`src/rtl/game_set_if.sv`:
```
// Settings path between the settings producer (master) and the downstream latch (slave).
interface game_set_if;
  logic [4:0]  button_num;
  logic [6:0]  button_size;
  logic [9:0]  board_size;
  logic [10:0] board_xpos;
  logic [10:0] board_ypos;

  modport master (
    output button_num, button_size, board_size, board_xpos, board_ypos
  );

  modport slave (
    input button_num, button_size, board_size, board_xpos, board_ypos
  );
endinterface

```
`src/rtl/settings_gen.sv`:
```
// settings_gen: turns a difficulty request into a centred board geometry using a
// 7-step shift-add multiplier, then publishes it with a one-cycle settings_valid strobe.
// Optional feature macro: SETTINGS_CUSTOM_EN (custom num/size requests with error strobe).
module settings_gen #(
  parameter int unsigned H_RES = 1024,
  parameter int unsigned V_RES = 768
) (
  input  logic        clk,
  input  logic        rst_n,
  input  logic [1:0]  level,
  input  logic        level_valid,
`ifdef SETTINGS_CUSTOM_EN
  input  logic [4:0]  custom_num,
  input  logic [6:0]  custom_size,
  output logic        settings_err,
`endif
  game_set_if.master  out,
  output logic        settings_valid,
  output logic        busy
);

  localparam logic [11:0] HRes = 12'(H_RES);
  localparam logic [11:0] VRes = 12'(V_RES);

  typedef enum logic [2:0] {StIdle, StLoad, StMul, StCenter, StDone} state_e;

  state_e      state_q, state_d;
  logic [1:0]  lvl_q;
  logic [4:0]  num_q;
  logic [6:0]  size_q;
  logic [11:0] acc_q;
  logic [2:0]  bit_q;
  logic [10:0] xpos_q, ypos_q;
  logic        err_q;
  logic        valid_q;
  logic        req_ok;
  logic [11:0] diff_x, diff_y;

`ifdef SETTINGS_CUSTOM_EN
  logic [4:0]  cnum_q;
  logic [6:0]  csize_q;
  logic        err_out_q;
  assign req_ok       = level_valid;
  assign settings_err = err_out_q;
`else
  assign req_ok       = level_valid && (level != 2'd0);
`endif

  assign busy           = (state_q != StIdle);
  assign settings_valid = valid_q;
  assign diff_x         = HRes - {2'b00, acc_q[9:0]};
  assign diff_y         = VRes - {2'b00, acc_q[9:0]};

  // State register
  always_ff @(posedge clk or negedge rst_n) begin
    if (!rst_n) begin
      state_q <= StIdle;
    end else begin
      state_q <= state_d;
    end
  end

  // Next-state logic; requests are only seen in idle, so anything arriving while busy is dropped
  always_comb begin
    state_d = state_q;
    unique case (state_q)
      StIdle:   if (req_ok) state_d = StLoad;
      StLoad:   state_d = StMul;
      StMul:    if (bit_q == 3'd6) state_d = StCenter;
      StCenter: state_d = StDone;
      StDone:   state_d = StIdle;
      default:  state_d = StIdle;
    endcase
  end

  // Working datapath: request capture, multiplier, centring
  always_ff @(posedge clk or negedge rst_n) begin
    if (!rst_n) begin
      lvl_q  <= 2'd0;
      num_q  <= 5'd0;
      size_q <= 7'd0;
      acc_q  <= 12'd0;
      bit_q  <= 3'd0;
      xpos_q <= 11'd0;
      ypos_q <= 11'd0;
      err_q  <= 1'b0;
`ifdef SETTINGS_CUSTOM_EN
      cnum_q  <= 5'd0;
      csize_q <= 7'd0;
`endif
    end else begin
      unique case (state_q)
        StIdle: begin
          if (req_ok) begin
            lvl_q <= level;
`ifdef SETTINGS_CUSTOM_EN
            cnum_q  <= custom_num;
            csize_q <= custom_size;
`endif
          end
        end
        StLoad: begin
          acc_q <= 12'd0;
          bit_q <= 3'd0;
          case (lvl_q)
            2'd1: begin num_q <= 5'd8;  size_q <= 7'd64; end
            2'd2: begin num_q <= 5'd12; size_q <= 7'd48; end
            2'd3: begin num_q <= 5'd16; size_q <= 7'd40; end
            default: begin
`ifdef SETTINGS_CUSTOM_EN
              num_q  <= cnum_q;
              size_q <= csize_q;
`else
              num_q  <= 5'd0;
              size_q <= 7'd0;
`endif
            end
          endcase
        end
        StMul: begin
          if (size_q[bit_q]) begin
            acc_q <= acc_q + ({7'd0, num_q} << bit_q);
          end
          bit_q <= bit_q + 3'd1;
        end
        StCenter: begin
          xpos_q <= diff_x[11:1];
          ypos_q <= diff_y[11:1];
`ifdef SETTINGS_CUSTOM_EN
          // Full 12-bit product is compared so an oversize board cannot alias below V_RES
          err_q <= (acc_q > VRes) || (num_q == 5'd0) || (size_q == 7'd0);
`else
          err_q <= 1'b0;
`endif
        end
        default: ;
      endcase
    end
  end

  // Output registers change only on the DONE edge so the latch always sees a coherent set
  always_ff @(posedge clk or negedge rst_n) begin
    if (!rst_n) begin
      out.button_num  <= 5'd0;
      out.button_size <= 7'd0;
      out.board_size  <= 10'd0;
      out.board_xpos  <= 11'd0;
      out.board_ypos  <= 11'd0;
      valid_q         <= 1'b0;
`ifdef SETTINGS_CUSTOM_EN
      err_out_q       <= 1'b0;
`endif
    end else begin
      valid_q <= 1'b0;
`ifdef SETTINGS_CUSTOM_EN
      err_out_q <= 1'b0;
`endif
      if (state_q == StDone) begin
        if (!err_q) begin
          out.button_num  <= num_q;
          out.button_size <= size_q;
          out.board_size  <= acc_q[9:0];
          out.board_xpos  <= xpos_q;
          out.board_ypos  <= ypos_q;
          valid_q         <= 1'b1;
        end
`ifdef SETTINGS_CUSTOM_EN
        else begin
          err_out_q <= 1'b1;
        end
`endif
      end
    end
  end

endmodule

```
`src/flat_wrapper.sv`:
```
// flat-port wrapper written by rule: the top's interface ports become plain ports
module settings_gen_flat 
#(
  parameter int unsigned H_RES = 1024,
  parameter int unsigned V_RES = 768
)
  (clk, rst_n, level, level_valid, settings_valid, busy, out_button_num, out_button_size, out_board_size, out_board_xpos, out_board_ypos);
  game_set_if out_i ();
  input  logic clk;
  input  logic rst_n;
  input  logic [1:0] level;
  input  logic level_valid;
  output logic settings_valid;
  output logic busy;
  output wire logic [$bits(out_i.button_num)-1:0] out_button_num;
  output wire logic [$bits(out_i.button_size)-1:0] out_button_size;
  output wire logic [$bits(out_i.board_size)-1:0] out_board_size;
  output wire logic [$bits(out_i.board_xpos)-1:0] out_board_xpos;
  output wire logic [$bits(out_i.board_ypos)-1:0] out_board_ypos;
  assign out_button_num = out_i.button_num;
  assign out_button_size = out_i.button_size;
  assign out_board_size = out_i.board_size;
  assign out_board_xpos = out_i.board_xpos;
  assign out_board_ypos = out_i.board_ypos;
  settings_gen #(.H_RES(H_RES), .V_RES(V_RES)) u_core (.clk(clk), .rst_n(rst_n), .level(level), .level_valid(level_valid), .out(out_i), .settings_valid(settings_valid), .busy(busy));
endmodule
```
`config.mk`:
```
export PLATFORM = sky130hd
export DESIGN_NAME = settings_gen_flat
export DESIGN_NICKNAME = d
export VERILOG_FILES = /design/src/rtl/game_set_if.sv /design/src/rtl/settings_gen.sv /design/src/flat_wrapper.sv
export SDC_FILE = /design/constraint.sdc
export NUM_CORES = 1
export LEC_CHECK = 0
export CAP_MARGIN = 15
export CORE_MARGIN = 4
export CORE_UTILIZATION = 35
export CTS_BUF_LIST = sky130_fd_sc_hd__clkbuf_16
export DETAILED_ROUTE_END_ITERATION = 12
export PLACE_DENSITY = 0.58
export REMOVE_ABC_BUFFERS = 1
export SKIP_LAST_GASP = 1
export SLEW_MARGIN = 20
export SYNTH_ARGS = -nofsm -noshare
export SYNTH_HDL_FRONTEND = slang
export SYNTH_SLANG_ARGS = --single-unit
```
`constraint.sdc`:
```
create_clock -name clk -period 2.15 [get_ports clk]
set_input_delay 0.43 -clock clk [delete_from_list [all_inputs] [get_ports clk]]
set_output_delay 0.43 -clock clk [all_outputs]
set_load 0.01 [all_outputs]
```
Word-level counts from Yosys, hierarchy flattened --
Index checks and enable logic that the tools add are counted.
Cells by class: reduce and logical (&&, ||, !) cells 8, order comparisons 1, shifts and indexed selects 1, muxes and demuxes 11, equal/unequal tests 11, $add $sub $neg 4
Operators with widths (count):
- 12-bit case mux with 2 select lines | 1
- 7-bit case mux with 3 select lines | 1
- 5-bit case mux with 3 select lines | 1
- 12-bit adder | 1
- 12-bit two-way mux | 1
- 3-bit case mux with 4 select lines | 1
- 5-bit by 3-bit << shifter with 12-bit output | 1
- 11-bit by 10-bit subtractor with 12-bit output, first input constant | 1
- 10-bit by 10-bit subtractor with 11-bit output, first input constant | 1
- 3-bit by 2-bit equality test with 1-bit output, second input constant | 2
- 3-bit equality test, second input constant | 2
- 3-bit two-way mux | 2
- 2-bit by 1-bit inequality test with 1-bit output, second input constant | 3
- 3-bit case mux with 2 select lines | 1
- 2-bit AND reduction | 3
- 2-bit equality test, second input constant | 2
- 3-bit by 4-bit < comparator with 1-bit output, second input constant | 1
- 2-bit nonzero test | 2
- 3-bit by 1-bit adder with 3-bit output, second input constant | 1
- 1-bit binary-select mux with 3-bit select | 1
- 3-bit by 1-bit equality test with 1-bit output, second input constant | 1
- 3-bit logical NOT | 1
- 3-bit nonzero test | 1
- 2-bit by 1-bit equality test with 1-bit output, second input constant | 1
- 2 further kinds | 3
Storage, ports and cells: register bits 99, bits of input ports 5

Logic depth before layout (Yosys ltp) --
Gate-level depths: netlist of run 1.
word-level depth 4, gate-level depth with buffers 10, mapped depth without buffers 9

Worst setup path before layout of run 1 --
OpenSTA, ideal clock, no wires.
kind reg2reg, start register u_core.bit_q[0], end register u_core.acc_q[9], arrival time 2.261 ns, setup time 0.126 ns, stages on the path, launching flop included 10, setup slack -0.237 ns, clock period less this slack 2.387 ns, cells stage by stage dfrtp_1 -> buf_2 -> mux2i_1 -> nor3_1 -> ha_1 -> a211oi_1 -> o211ai_1 -> a211oi_1 -> nor4b_1 -> a311o_1
On the way: word-level cells in the longest chain between the ends 4, elaborated cells between the ends (all ways) 8, those cells by class add/sub (1); eq/ne (1); shift (1); mux (4); reduce/logical (1)
Ends and longest elaborated chain:
- start: declaration | RTL line settings_gen.sv:32 | logic [2:0] bit_q;
- start signal: assignment | RTL line settings_gen.sv:124 | bit_q <= bit_q + 3'd1;
- 5-bit by 3-bit << shifter with 12-bit output or 1-bit binary-select mux with 3-bit select (tied branches) | RTL line settings_gen.sv:122, settings_gen.sv:121
- 12-bit adder or 1-bit two-way mux (tied branches) | RTL line settings_gen.sv:122, settings_gen.sv:121
- 12-bit two-way mux or 2-bit by 1-bit inequality test with 1-bit output (tied branches)
- 12-bit case mux with 2 select lines or 2-bit AND reduction (tied branches)
- end signal: assignment | RTL line settings_gen.sv:122 | acc_q <= acc_q + ({7'd0, num_q} << bit_q);
- end: declaration | RTL line settings_gen.sv:31 | logic [11:0] acc_q;
Parallel ways exist; a longest one is shown, timed or not. The select of a mux whose other input is x is not followed. A chain may end at the register's enable or synchronous reset.

Worst setup path after layout of run 1 --
Same ends and word-level chain as after synthesis.

==> summary.md, run 1 <==
| Metric | Value |
|---|---|
| # diodes | `0` |
| Worst Clk Skew | `0.007763 ns` |
| Fin crit share | `1.098` |
| Initial antenna violation count | `0` |
| Sequential element share of the synthesized area | `0.4826` |
| Fillers | `764` |
| Clk_lat worst skew | `0.32 ns` |
| Grt ovf | `0` |
| Synth Warn # | `0` |
| Post-synth EDFFs | `0` |
| Maxcap violations | `0` |
| CTS Buf Count | `9` |
| Clock sink count | `59` |
| DRT Wirelength | `5962 um` |
| Root Driver | `clkbuf_16` |
| Hold slack final | `0.1126 ns` |
| Synth Register Bits | `59` |
| Main flop type after synthesis | `dfrtp_1` |
| Synth Instances | `279` |
| Non-Filler Cell Area, Final | `0.004086 mm^2` |
| Vias after detailed routing | `2171` |
| Startpoint types | `flop` |
| Hpwl dp | `4229 um` |
| Hold WC Path Type | `in2async` |
| Worst setup margin | `-0.2105 ns` |
| First-pass GRT wire length | `around 10000 um` |
| I/O pin cnt | `a little over 50` |
| Nets@finish | `364` |
| Crit Path Max Fanout | `4` |
| Mapped Area | `0.003059 mm^2` |
| Achievable Freq | `approximately 420 MHz` |
| Chip width | `101.5 um` |
| Num rows | `33` |
| Initial Util | `0.3668` |
| Placer Congestion | `0.8169` |
| Synth cell types | `42` |
| Post-route DRC | `0` |
| Total Routing Usage GR | `0.1267` |
| Area Growth Syn to Fin | `33.58%` |
| Pwr dens | `around 1400 mW/mm^2` |
| Worst-path clk slew | `0.05 ns` |
| Max VDD drop | `0.5064 mV` |
| WL per Instance | `roughly 13 um` |
| Most frequent cells in the layout | `dfrtp_1, clkdlybuf4s50_1, buf_4, mux2_2, nand2_1` |
| Core Region | `~0.0083 mm^2` |
| Routed Antenna Nets | `0` |
| Initial DRC Count | `88` |
| Data required time at the worst endpoint | `between 2 and 2.5 ns` |
| Setup CP Type | `reg2reg` |
| Vias per cell | `between 4 and 5` |
| Die Ht | `~100 um` |
| Clk buf depth | `2` |
| Overall power | `5.646 mW` |
| Largest net degree at the start of global routing | `60` |
| Status | `complete, but fails checks` |
| Syn avg cell area | `around 11 um^2` |
| Final setup violation count | `3` |
| Pleak | `1.925 nW` |
| Post-DP Area | `0.003690 mm^2` |
| Die Area | `0.01030 mm^2` |
| Hold Vio Cnt, Final | `0` |
| Minimum clock period | `between 2 and 2.5 ns` |
| H-tree depth | `3` |
| CTS tree | `done` |
| CP Capture Type | `flop` |
| Final core occ | `0.4899` |
| 1st-pass router iterations | `4` |
| I/O Buffers | `40` |
| Final slew viol count | `0` |
| Unrepaired setup endpoints after global routing | `true` |
| Critical path arrival | `2.57 ns` |
| Vias in the first global route | `2135` |
| Failing checks | `negative setup slack` |
| FFs w/ async S/R, synth | `1.000` |
| Commonest non-fill, non-tap cell in the layout | `dfrtp_1` |
| Share of cells above drive strength 1 | `0.2795` |
==> critical path: stages (launching register included) <==
cell and delay [ns]:
dfrtp_1 0.42, mux2i_1 0.25, mux2i_1 0.13, nor2b_1 0.15
ha_1 0.30, o211ai_1 0.25, o211ai_1 0.15, a211oi_1 0.24
nor4b_1 0.08, a311o_1 0.27
==> synthesized netlist by cell type (5+ instances only) <==
| master | n | area, um^2 |
|---|---|---|
| buf_2 | 5 | 25.02 |
| ha_1 | 15 | 187.7 |
| nor2_1 | 8 | 30.03 |
| nand3_1 | 10 | 50.05 |
| xnor2_1 | 6 | 52.55 |
| nor3_1 | 5 | 25.02 |
| clkbuf_1 | 7 | 26.28 |
| xor2_1 | 7 | 61.31 |
| mux2_2 | 31 | 349.1 |
| inv_1 | 11 | 41.29 |
| buf_4 | 20 | 150.1 |
| o21ai_0 | 21 | 105.1 |
| nand2_1 | 24 | 90.09 |
| dfrtp_1 | 59 | 1476 |
| a21oi_1 | 5 | 25.02 |
==> area by class of cell <==
type / instances / area [um^2] / share of cell area
timing repair buffer: 76 / 694.4 / 0.1699
sequential: 59 / 1476 / 0.3613
inverter: 11 / 41.29 / 0.01010
multi-input combinational: 186 / 1435 / 0.3512
clock inverter: 6 / 82.58 / 0.02021
tap: 105 / 131.4 / 0.03215
clock buffer: 9 / 225.2 / 0.05511
==> state kept, by name, indices dropped and copies added (netlist names) <==
signal                  cells
u_core.out.board_ypos       9
u_core.ypos_q               9
u_core.acc_q                8
u_core.out.board_size       8
u_core.size_q               4
u_core.bit_q                3
u_core.out.board_xpos       3
u_core.out.button_size      3
u_core.state_q              3
u_core.xpos_q               3
u_core.lvl_q                2
u_core.out.button_num       2
u_core.num_q                1
u_core.settings_valid       1
==> per-stage QoR <==
| step | setup WS, ns | TNS [ns] | cells |
|---|---|---|---|
| 2_1_floorplan | -0.1959 | -0.1959 | 256 |
| 3_3_place_gp | -0.2184 | -0.4024 | 433 |
| 3_5_place_dp | -0.2630 | -0.4991 | 433 |
| 4_1_cts | -0.1975 | -0.4649 | 452 |
| 5_1_grt | -0.3519 | -1.139 | 452 |
| 6_report | -0.2105 | -0.5269 | 452 |
==> kinds of logic (layout without fill, tap and decap cells) <==
family                     count (synthesis)  count (layout)  share of synthesized area
xor gates and xnor gates                  13              13                    0.03722
and+or+nand+nor                           64              64                     0.1055
buffers and inverters                     43             102                    0.07934
muxes                                     34              34                     0.1239
other                                      1              10                   0.001226
adders and majority gates                 16              16                    0.06789
DFF                                       59              59                     0.4826
AOI/OAI and AO/OA                         49              49                     0.1023
==> path summary, 6_finish.rpt <==
path / start / cells past startpoint / slack, ns / end
setup / recovery: u_core.bit_q[0] / 9 / -0.21 / u_core.acc_q[9]
hold / removal: rst_n / 2 / 0.11 / u_core.out.board_ypos[5]
setup reg to reg: u_core.bit_q[0] / 9 / -0.21 / u_core.acc_q[9]
hold reg to reg: u_core.ypos_q[2] / 2 / 0.47 / u_core.ypos_q[2]
max in group asynchronous: rst_n / 2 / 1.78 / u_core.acc_q[5]
min in group clk: u_core.ypos_q[2] / 2 / 0.47 / u_core.ypos_q[2]
==> per-layer routing <==
layer / global-route usage / up-vias / part of all wire
met4: 0.06237 / 0 / 0.012
met2: 0.1962 / 58 / 0.47
li1: - / 1077 / -
met1: 0.1669 / 1028 / 0.47
met5: 0 / - / 0
met3: 0.02893 / 8 / 0.048
==> report_power, final <==
group,total [mW],switching (mW),internal (mW),leakage (nW)
sequential,1.76,0.303,1.46,0.779
clock,1.48,0.481,0.999,0.156
combinational,2.41,1.05,1.35,0.990
total,5.65,1.84,3.81,1.92
==> timing repair <==
| action | in CTS | in global routing |
|---|---|---|
| resized for setup | 12 | 5 |
| hold buffers | 0 | 0 |
| setup endpoints to repair | 4 | 6 |
| gates cloned | 0 | 0 |
| setup buffers | 4 | 0 |
| pin swaps | 17 | 2 |
Power figures use the tool's default switching activity.
==> inputs of run 2 (changes only) <==
--- a/config.mk
+++ b/config.mk
@@ -10,8 +10,9 @@
 export CORE_UTILIZATION = 35
 export CTS_BUF_LIST = sky130_fd_sc_hd__clkbuf_16
 export DETAILED_ROUTE_END_ITERATION = 12
-export PLACE_DENSITY = 0.58
+export PLACE_DENSITY = 0.55
 export REMOVE_ABC_BUFFERS = 1
+export SETUP_SLACK_MARGIN = 0.4
 export SKIP_LAST_GASP = 1
 export SLEW_MARGIN = 20
 export SYNTH_ARGS = -nofsm -noshare
==> constraint.sdc (replaced) <==
create_clock -name clk -period 3 [get_ports clk]
set_input_delay 0.6 -clock clk [delete_from_list [all_inputs] [get_ports clk]]
set_output_delay 0.6 -clock clk [all_outputs]
set_load 0.01 [all_outputs]
==> summary.md, run 2 (same netlist as run 1, synthesis figures left out) <==
| Metric | Value |
|---|---|
| Status | `finished, final reports clean` |
| WL per Instance | `13.33 um (+1.1%)` |
| Max VDD drop | `0.3981 mV (-21%)` |
| Hold WC Path Type | `in2async` |
| Worst-path clk slew | `0.05 ns (about the same)` |
| Vias per cell | `4.827 (+0.50%)` |
| Final setup violation count | `0 (-3)` |
| Area of the multi-input gates | `0.001445 mm^2 (+0.70%)` |
| Setup TNS | `0 ns (+0.5269 ns)` |
| Largest net degree at the start of global routing | `32 (-47%)` |
| Hold slack final | `0.3365 ns (+0.2240 ns)` |
| # diodes | `0 (unchanged)` |
| Clock sink count | `59 (unchanged)` |
| RR Startpoint | `u_core.bit_q[0]` |
| Clk_lat worst skew | `0.32 ns (about the same)` |
| Core Region | `0.008341 mm^2 (unchanged)` |
| Fillers | `792 (+3.7%)` |
| Fin crit share | `0.8303 (-0.2676)` |
| Chip width | `101.5 um (unchanged)` |
| Pwr dens | `953.2 mW/mm^2 (-31%)` |
| Setup WS pre-CTS | `0.3777 ns (+0.6406 ns)` |
| Setup CP Type | `reg2reg` |
| 1st-pass router iterations | `4 (unchanged)` |
| Hold Vio Cnt, Final | `0 (unchanged)` |
| Post-route DRC | `0 (unchanged)` |
| Worst slew pin tran | `just over 0.7 ns` |
| Routed Antenna Nets | `0 (unchanged)` |
| Maxcap violations | `0 (unchanged)` |
| Startpoint types | `flop` |
| Pleak | `1.737 nW (-9.8%)` |
| Reg-to-Reg End | `u_core.acc_q[9]` |
| Clk buf depth | `2 (unchanged)` |
| Root Driver | `clkbuf_16` |
| Final slew viol count | `0 (unchanged)` |
| Vias in the first global route | `1983 (-7.1%)` |
| Share of cells above drive strength 1 | `0.2145 (-0.06503)` |
| R2R setup slack | `0.51 ns (+0.72 ns)` |
| I/O Buffers | `40 (unchanged)` |
| Post-Layout Cell Count | `422 (-6.6%)` |
| Grt ovf | `0 (unchanged)` |
| CTS tree | `done` |
| Post-DP Area | `0.003460 mm^2 (-6.2%)` |
| DRT Wirelength | `5627 um (-5.6%)` |
| Nets@finish | `333 (-8.5%)` |
| Achievable Freq | `401.5 MHz (-5.2%)` |
| Total Routing Usage GR | `0.1192 (-0.007511)` |
| Minimum clock period | `2.491 ns (+0.1303 ns)` |
| Most frequent cells in the layout | `dfrtp_1, clkdlybuf4s50_1, mux2_2, nand2_1, o21ai_0` |
| Num rows | `33 (unchanged)` |
| Initial Util | `0.3668 (unchanged)` |
| Data required time at the worst endpoint | `3.21 ns (+0.85 ns)` |
| Vias after detailed routing | `2037 (-6.2%)` |
| I/O pin cnt | `51 (unchanged)` |
| Worst Clk Skew | `0.005796 ns (-0.001968 ns)` |
| Cells after DPL | `404 (-6.7%)` |
| First-pass GRT wire length | `9432 um (-7.9%)` |
| Initial DRC Count | `58 (-34%)` |
| Die Area | `0.01030 mm^2 (unchanged)` |
| Unrepaired setup endpoints after global routing | `false` |
| Crit Path Max Fanout | `8 (+4)` |
| Top Registers | `u_core.out.board_ypos (9), u_core.ypos_q (9)` |
| Slew headroom | `0.5163` |
| FF+latch area | `0.001480 mm^2 (+0.25%)` |
| Initial antenna violation count | `0 (unchanged)` |
| Placer Congestion | `0.7755 (-5.1%)` |
| CP Capture Type | `flop` |
| Area Growth Syn to Fin | `24.34%` |
| Die Ht | `101.5 um (unchanged)` |
| R2r worst-path depth | `9 (unchanged)` |
| CTS Buf Count | `9 (unchanged)` |
| Commonest non-fill, non-tap cell in the layout | `dfrtp_1` |
| Worst setup margin | `0.5092 ns (+0.7197 ns)` |
| H-tree depth | `3 (unchanged)` |
| Critical path arrival | `2.70 ns (+0.13 ns)` |
| Non-Filler Cell Area, Final | `0.003804 mm^2 (-6.9%)` |
| Hpwl dp | `3998 um (-5.5%)` |
[run 2: cell count changes in the layout (fill, tap and decap cells not counted), sizes merged]
cell      change
clkinv        +3
buf          -31
inv           -1
clkinvlp      +1
bufinv        -2
[run 2: layout make-up]
class / instances / share of cell area
clock buffers: 9 / 0.05921
clock inverters: 7 / 0.009211
inverters: 11 / 0.01086
multi-input cells: 186 / 0.3799
flip-flops and latches: 59 / 0.3891
well taps: 105 / 0.03454
repair buffers: 45 / 0.1171
[run 2: how the worst max path moves through the flow]
| stage | startpoint | end | depth (start not counted) |
|---|---|---|---|
| after floorplan | u_core.bit_q[0] | u_core.acc_q[9] | 8 |
| after CTS | u_core.bit_q[0] | u_core.acc_q[9] | 9 |
| after detailed placement | u_core.bit_q[0] | u_core.acc_q[9] | 8 |
| after global routing | u_core.bit_q[0] | u_core.acc_q[9] | 9 |
| after global placement | u_core.bit_q[0] | u_core.acc_q[9] | 8 |
| final | u_core.bit_q[0] | u_core.acc_q[9] | 9 |
[run 2: per-layer routing]
layer,GRT usage,routed length [um],vias up
met3,0.03926,262,7
met4,0.04601,82,0
met2,0.1886,2611,37
met1,0.1514,2671,980
met5,0,0,-
li1,-,-,1013
[run 2: through the flow]
stage,utilization,total power [mW]
6_report,0.4560,3.626
3_5_place_dp,0.4148,2.656
5_1_grt,0.4560,3.912
4_1_cts,0.4472,3.587
3_3_place_gp,0.4148,2.642
2_1_floorplan,-,2.109
[run 2: what timing repair did]
item / 4_1_cts / 5_1_grt
gates resized for setup: 3 / 11
hold buffers: 0 / 0
buffers inserted: 0 / 2
pin swaps: 0 / 5
endpoints found under the setup margin: 1 / 1
endpoints found under the hold margin: 0 / 0
[run 2: critical path: stages, from the launching register on]
cell,delay [ns]
dfrtp_2,0.48
mux2i_4,0.22
buf_4,0.15
nor3_2,0.19
ha_1,0.31
a211oi_2,0.26
o211ai_1,0.18
a211oi_2,0.23
nor4b_2,0.08
a311o_1,0.28
[run 2: power breakdown]
group          leakage [nW]  switching, mW  total (mW)  internal [mW]
Combinational         0.832          0.623        1.41          0.787
Sequential            0.775          0.275        1.33           1.05
Clock                 0.130          0.343       0.888          0.545
Total                  1.74           1.24        3.63           2.38
